### config.mk
export PLATFORM = sky130hd
export DESIGN_NAME = fetch_pc_unit
export DESIGN_NICKNAME = d
export VERILOG_FILES = /design/src/rtl/fetch_pc_unit.sv
export SDC_FILE = /design/constraint.sdc
export NUM_CORES = 1
export LEC_CHECK = 0
export CAP_MARGIN = 10
export CORE_UTILIZATION = 45
export DETAILED_ROUTE_END_ITERATION = 12
export PLACE_DENSITY = 0.75
export REMOVE_ABC_BUFFERS = 1
export SLEW_MARGIN = 20
export SYNTH_ARGS = -nofsm -noshare
export SYNTH_HDL_FRONTEND = slang
export SYNTH_SLANG_ARGS = --single-unit
export TNS_END_PERCENT = 10
### constraint.sdc
create_clock -name clk -period 6.09 [get_ports clk]
set_input_delay 0.9135 -clock clk [delete_from_list [all_inputs] [get_ports clk]]
set_output_delay 0.9135 -clock clk [all_outputs]
set_load 0.005 [all_outputs]
### src/rtl/fetch_pc_unit.sv
// PC register, next-PC selection (sequential, branch, JAL, JALR), misaligned-target
// trap redirect and retired-instruction counter for the single-cycle RV32IM core.
module fetch_pc_unit #(
  parameter int               WIDTH        = 32,
  parameter logic [WIDTH-1:0] RESET_VECTOR = '0,
  parameter logic [WIDTH-1:0] TRAP_VECTOR  = WIDTH'(32'h0000_0100)
) (
  input  logic             clk,
  input  logic             rst_n,
  input  logic             Stall,
  input  logic [3:0]       TargetSel,
  input  logic [WIDTH-1:0] Rs1Data,
  input  logic [WIDTH-1:0] Rs2Data,
  input  logic [WIDTH-1:0] Immediate,
  output logic [WIDTH-1:0] PC,
  output logic [WIDTH-1:0] PCPlus4,
  output logic             InstrValid,
  output logic             BranchTaken,
  output logic             MisalignTrap,
  output logic [WIDTH-1:0] MEPC,
  output logic [WIDTH-1:0] InstrCount,
  output logic [1:0]       dbg_state_o
);

  localparam logic [3:0] BR_EQ  = 4'b0001;
  localparam logic [3:0] BR_NE  = 4'b0010;
  localparam logic [3:0] BR_LT  = 4'b0011;
  localparam logic [3:0] BR_GE  = 4'b0100;
  localparam logic [3:0] BR_LTU = 4'b0101;
  localparam logic [3:0] BR_GEU = 4'b0110;
  localparam logic [3:0] UJ_AL  = 4'b0111;
  localparam logic [3:0] UJ_ALR = 4'b1000;

  typedef enum logic [1:0] {
    ST_BOOT = 2'd0,
    ST_RUN  = 2'd1,
    ST_TRAP = 2'd2
  } state_e;

  state_e           state_q, state_d;
  logic [WIDTH-1:0] pc_q, pc_d;
  logic [WIDTH-1:0] mepc_q, mepc_d;
  logic [WIDTH-1:0] cnt_q, cnt_d;

  logic [WIDTH-1:0] pc_plus4;
  logic [WIDTH-1:0] br_target;
  logic [WIDTH-1:0] jalr_sum;
  logic [WIDTH-1:0] target;
  logic             taken;
  logic             misaligned;
  logic             redirect;

  assign pc_plus4  = pc_q + WIDTH'(4);
  assign br_target = pc_q + Immediate;
  assign jalr_sum  = Rs1Data + Immediate;
  // JALR clears bit 0 before the alignment check, so only bit 1 can trap.
  assign target     = (TargetSel == UJ_ALR) ? {jalr_sum[WIDTH-1:1], 1'b0} : br_target;
  assign misaligned = (target[1:0] != 2'b00);

  always_comb begin
    taken = 1'b0;
    case (TargetSel)
      BR_EQ:         taken = (Rs1Data == Rs2Data);
      BR_NE:         taken = (Rs1Data != Rs2Data);
      BR_LT:         taken = ($signed(Rs1Data) <  $signed(Rs2Data));
      BR_GE:         taken = ($signed(Rs1Data) >= $signed(Rs2Data));
      BR_LTU:        taken = (Rs1Data <  Rs2Data);
      BR_GEU:        taken = (Rs1Data >= Rs2Data);
      UJ_AL, UJ_ALR: taken = 1'b1;
      default:       taken = 1'b0;
    endcase
  end

  // Stall masks both the redirect and the trap.
  assign redirect     = (state_q == ST_RUN) && !Stall && taken;
  assign BranchTaken  = redirect && !misaligned;
  assign MisalignTrap = redirect && misaligned;
  assign InstrValid   = (state_q == ST_RUN);

  always_comb begin
    state_d = state_q;
    pc_d    = pc_q;
    mepc_d  = mepc_q;
    cnt_d   = cnt_q;
    case (state_q)
      ST_BOOT: state_d = ST_RUN;
      ST_TRAP: state_d = ST_RUN;
      ST_RUN: begin
        if (!Stall) begin
          if (MisalignTrap) begin
            mepc_d  = pc_q;
            pc_d    = TRAP_VECTOR;
            state_d = ST_TRAP;
          end else begin
            pc_d  = BranchTaken ? target : pc_plus4;
            cnt_d = cnt_q + WIDTH'(1);
          end
        end
      end
      default: state_d = ST_BOOT;
    endcase
  end

  always_ff @(posedge clk or negedge rst_n) begin
    if (!rst_n) begin
      state_q <= ST_BOOT;
      pc_q    <= RESET_VECTOR;
      mepc_q  <= '0;
      cnt_q   <= '0;
    end else begin
      state_q <= state_d;
      pc_q    <= pc_d;
      mepc_q  <= mepc_d;
      cnt_q   <= cnt_d;
    end
  end

  assign PC          = pc_q;
  assign PCPlus4     = pc_plus4;
  assign MEPC        = mepc_q;
  assign InstrCount  = cnt_q;
  assign dbg_state_o = state_q;

endmodule

* Word-level counts from Yosys, hierarchy flattened
Index checks and enable logic that the tools add are counted.
** Cells by class
- $add $sub $neg :: 4
- Magnitude comparators :: 4
- Equal/unequal tests :: 14
- Multiplexer cells :: 7
- Bitwise gates (word level) :: 2
- Reductions and logical operators :: 14
** Operators by type and width (number)
- 32-bit two-way mux :: 3
- 32-bit adder :: 2
- 32-bit >= comparator :: 2
- 32-bit less-than comparator :: 2
- 32-bit by 1-bit adder with 32-bit output (second input constant) :: 1
- 32-bit by 3-bit adder with 32-bit output (second input constant) :: 1
- 32-bit == test :: 1
- 32-bit != test :: 1
- 4-bit by 3-bit == test with 1-bit output (second input constant) :: 4
- 4-bit by 2-bit == test with 1-bit output (second input constant) :: 2
- 1-bit case mux with 7 select lines :: 1
- 3-bit AND reduction :: 2
- 4-bit by 1-bit == test with 1-bit output (second input constant) :: 1
- 4-bit == test (second input constant) :: 1
- 1-bit logical AND :: 4
- 2-bit two-way mux :: 2
- 2-bit case mux with 2 select lines :: 1
- 2-bit AND reduction :: 2
- 2-bit OR reduction :: 2
- 2-bit by 1-bit == test with 1-bit output (second input constant) :: 1
- 2-bit == test (second input constant) :: 1
- 1-bit logical NOT :: 2
- 2-bit logical NOT :: 1
- 2-bit by 1-bit != test with 1-bit output (second input constant) :: 1
- 3 further kinds :: 4
** Word-level totals
- Register bits :: 98
- Bits of input ports :: 103
- Output and inout port bits :: 133
- Logic and storage cells :: 49

* Longest topological paths before layout
- Depth in word-level cells :: 8
- Gate-level depth with buffers :: 15
- Gate-level depth less buffers :: 13

* Least setup slack after synthesis
No wires, ideal clock.
- Path type :: input port to output port
- Start :: input Rs2Data[5]
- End :: output MisalignTrap
- Arrival :: 3421 ps
- Data required time :: 5176 ps
- Slack :: 1755 ps
- Cell stages on the path :: 12
- Path buffers :: 1
- Cell sequence :: inv_1 > ha_1 > a211o_1 > a21oi_1 > nor3_1 > o41a_1 > or4_1 > a21o_1 > o21ai_4 > nand2_1 > clkinv_2 > buf_2
** On the way
- Cells in the longest elaborated chain, start to end :: 4
- Elaborated cells between the ends (all ways) :: 9
- Classes of those cells :: order compare: 4; eq/ne: 2; mux: 1; reduce/logical: 2
** Ends and longest elaborated chain
- from (decl) :: line 13 : input logic [WIDTH-1:0] Rs2Data,
- 32-bit >= comparator (tied with other cells) :: line 68 : BR_GEU: taken = (Rs1Data >= Rs2Data);
- 1-bit case mux with 7 select lines * :: line 62 : case (TargetSel)
- 1-bit logical AND * :: line 75 : assign redirect = (state_q == ST_RUN) && !Stall && taken;
- 1-bit logical AND * :: line 77 : assign MisalignTrap = redirect && misaligned;
- to (decl) :: line 19 : output logic MisalignTrap,
Mark *: on every way between the ends. The rest lies on a longest branch, timed or not.

* Worst setup path in the final report
- Start :: input Rs2Data[9]
- End :: output BranchTaken
** On the way
- Cells in the longest elaborated chain, start to end :: 4
- Elaborated cells between the ends (all ways) :: 9
- Classes of those cells :: order compare: 4; eq/ne: 2; mux: 1; reduce/logical: 2
** Ends and longest elaborated chain
- 32-bit >= comparator (tied with other cells) :: line 68
- 1-bit case mux with 7 select lines * :: line 62
- 1-bit logical AND * :: line 75
- 1-bit logical AND * :: line 76 : assign BranchTaken = redirect && !misaligned;
- to (decl) :: line 18 : output logic BranchTaken,
Marked as above.

==> metrics.csv <==
stage,metric,value,unit
outcome,status,"complete, no violations",
timing,timing.hold.ws,0.4449,ns
clocking,post-cts-setup-buffers,0,
worst_setup_path,path_common_cell,clkdlybuf4s50_1,
timing,finalSetupTns,0,ns
clocking,clock_latency,0.35,ns
worst_setup_path,crit_buf_inv,4,
place,routabilityCongestion,0.9351,
worst_setup_path,crit_cells,13,
clocking,cts_buffers,9,
clocking,root_buffer,clkbuf_16,
global_route,antenna_found_initial,0,
clocking,cts_num_sinks,98,
drt,firstDrtPassIters,6,
drt,route.detailed.drc,0,
worst_setup_path,critPathLaunchType,primary input,
place,hpwl,23.73,mm
worst_setup_path,max_stage_delay,0.59,ns
yosys,ys.flop_type,dfrtp_1,
worst_setup_path,slowest_stage,or4_1,
timing,skew,0.009001,ns
worst_setup_path,path_cells,clkdlybuf4s50_1 -> inv_1 -> ha_1 -> a211oi_1 -> o211ai_1 -> and3_1 -> o41a_1 -> or4_1 -> a21o_1 -> o21ai_4 -> nand2_1 -> clkinv_1 -> clkdlybuf4s50_1,
clocking,cts_resized,0,
worst_setup_path,cp_max_fo,7,
timing,final_max_slew_viol_count,0,
yosys,synth.avg_cell_area,7.985,µm²
timing,worstMarginPinSlew,0.9796,ns
yosys,synth_warnings,0,
global_route,gr-usage-met1,35.95,%
layout,fillers,1819,
clocking,h-tree-depth,3,
timing,max_freq,181.2,MHz
timing,setup_viol_count_final,0,
layout,diodes,0,
timing,maxSlewHeadroom,33.00,%
floorplanning,initial_core_util,46.24,%
floorplanning,row_count,51,
timing,post-route-min-period,5.520,ns
clocking,path_clk_slew,0.07,ns
global_route,grt_first_pass_wirelength,45.77,mm
worst_setup_path,critPathCaptureType,output port,
global_route,grt_pass1_vias,8926,
worst_hold_path,min_path_type,primary input to async pin,
worst_setup_path,critPathLaunch,Rs2Data[9],
power_and_ir_drop,vdd_drop_max,0.1847,mV
worst_setup_path,reg2reg_from,PC[6],
timing,rsz0062_at_grt,no,
layout,fin_util,61.12,%
worst_setup_path,arrival,4.61,ns
global_route,overflow,0,
worst_setup_path,endpoint,BranchTaken,
drt,ant_nets,0,
worst_setup_path,timing_worst_setup_path_type,primary input to output port,
yosys,yosysSeqAreaShare,26.99,%
flow_run,max-cap-violations,0,
global_route,gr-usage-met3,4.768,%
global_route,top_usage_layer,met2,
floorplanning,core,19650,µm²
yosys,synth_cells,1138,
worst_setup_path,rrSetupSlack,2.15,ns
floorplanning,dieArea,20770,µm²
clocking,cts_tree,done,
floorplanning,die-width,144.1,µm
place,place_ws,0.5747,ns
worst_setup_path,cp.required,5.18,ns
layout,drive_gt1_share,3.152,%
layout,mostFrequentLayoutCells,"clkdlybuf4s50_1 (234), nand2_1 (169), dfrtp_1 (98)",
global_route,grtUsageTotal,28.54,%
timing,worst_slack,0.5700,ns
drt,detail_route.wl_per_cell,18.30,µm
power_and_ir_drop,leakage,5.400,nW
power_and_ir_drop,p_total,3.972,mW
drt,drtIter0Drc,677,
timing,period_share,90.64,%
worst_setup_path,crit_family,compound AO/OA/AOI/OAI gates,
global_route,use_met2,47.95,%
floorplanning,io_pins,236,
clocking,cts_buffer_depth,2,
yosys,synth_edf_count,0,
yosys,synth.distinct_cells,66,
drt,num_vias,9555,
power_and_ir_drop,powerDensity,330.7,nW/µm²
timing,hold_viol_final,0,
yosys,async_reset_ff_share,100.0,%
layout,final_common_cell,clkdlybuf4s50_1,
layout,area_growth,32.18,%
place,port_buffers,235,
drt,vias_per_cell,5.866,
floorplanning,die_y,144.1,µm
layout,nNetsFinal,1559,
yosys,ys_ff_latch,98,
global_route,grt_max_degree,76,
worst_setup_path,ff2ff_path_depth,11,
worst_setup_path,worstReg2RegEnd,PC[31],
yosys,netlist_area,9087,µm²
clocking,hold_buffers,0,
drt,wl,29.81,mm
## cell usage after synthesis, types with 24 or more instances
master   count  area, µm²
inv_1       60      225.2
a21oi_1     77      385.4
nand4_1     30      187.7
o21ai_0     69      345.3
nor3_1      24      120.1
nand3_1     45      225.2
nand2_1    170      638.1
ha_1        95       1189
xnor2_1     70      613.1
nor2_1      68      255.2
xor2_1      40      350.3
and3_1      26      162.7
dfrtp_1     98       2452
## area by class of cell
type	count	area (µm²)	share of cell area (%)
Multi-Input combinational cell	941	6237	51.93
Clock buffer	9	225.2	1.875
Inverter	62	234.0	1.948
Tap cell	265	331.6	2.760
Clock inverter	7	91.34	0.7604
Sequential cell	98	2452	20.42
Timing Repair Buffer	247	2440	20.31
## sequential cells by signal, indices dropped and copies added, names as in the netlist
register / cells
dbg_state_o: 2
InstrCount: 32
MEPC: 32
PC: 32
## power breakdown
group | switching, mW | leakage [nW] | internal [mW]
combinational | 1.06 | 3.96 | 1.16
sequential | 0.303 | 1.29 | 0.842
clock | 0.277 | 0.152 | 0.330
total | 1.64 | 5.40 | 2.33
## routing by layer
layer / up-vias / wire [µm]
met1: 4529 / 12500
met3: 77 / 2264
li1: 4575 / -
met2: 374 / 13860
met5: - / 0
met4: 0 / 1193
## how the worst min path moves through the flow
| stage | from | slack [ns] | to | cells past startpoint |
|---|---|---|---|---|
| final | rst_n | 0.44 | InstrCount[31] | 1 |
| after global routing | rst_n | 0.46 | InstrCount[31] | 1 |
| after CTS | rst_n | 0.44 | InstrCount[31] | 1 |
| after detailed placement | MEPC[17] | 0.46 | MEPC[17] | 2 |
| after global placement | InstrCount[31] | 0.46 | InstrCount[31] | 1 |
| after floorplan | InstrCount[31] | 0.46 | InstrCount[31] | 1 |
## per-stage QoR
| step | area (µm²) | std cells |
|---|---|---|
| after floorplan | 8919 | 1101 |
| after global placement | 11700 | 1613 |
| after detailed placement | 11700 | 1613 |
| after CTS | 12010 | 1629 |
| after global routing | 12010 | 1629 |
| final | 12010 | 1629 |
## logic make-up (layout without fill, tap and decap cells)
family / after synthesis / after routing / share of synthesized area, %
DFF: 98 / 98 / 26.99
and+or+nand+nor: 430 / 430 / 22.58
buffers and inverters: 99 / 325 / 4.433
muxes: 6 / 6 / 0.6747
adders and majority gates: 97 / 97 / 13.52
xor gates and xnor gates: 110 / 110 / 10.60
AOI/OAI and AO/OA: 298 / 298 / 21.20
Power figures use the tool's default switching activity.
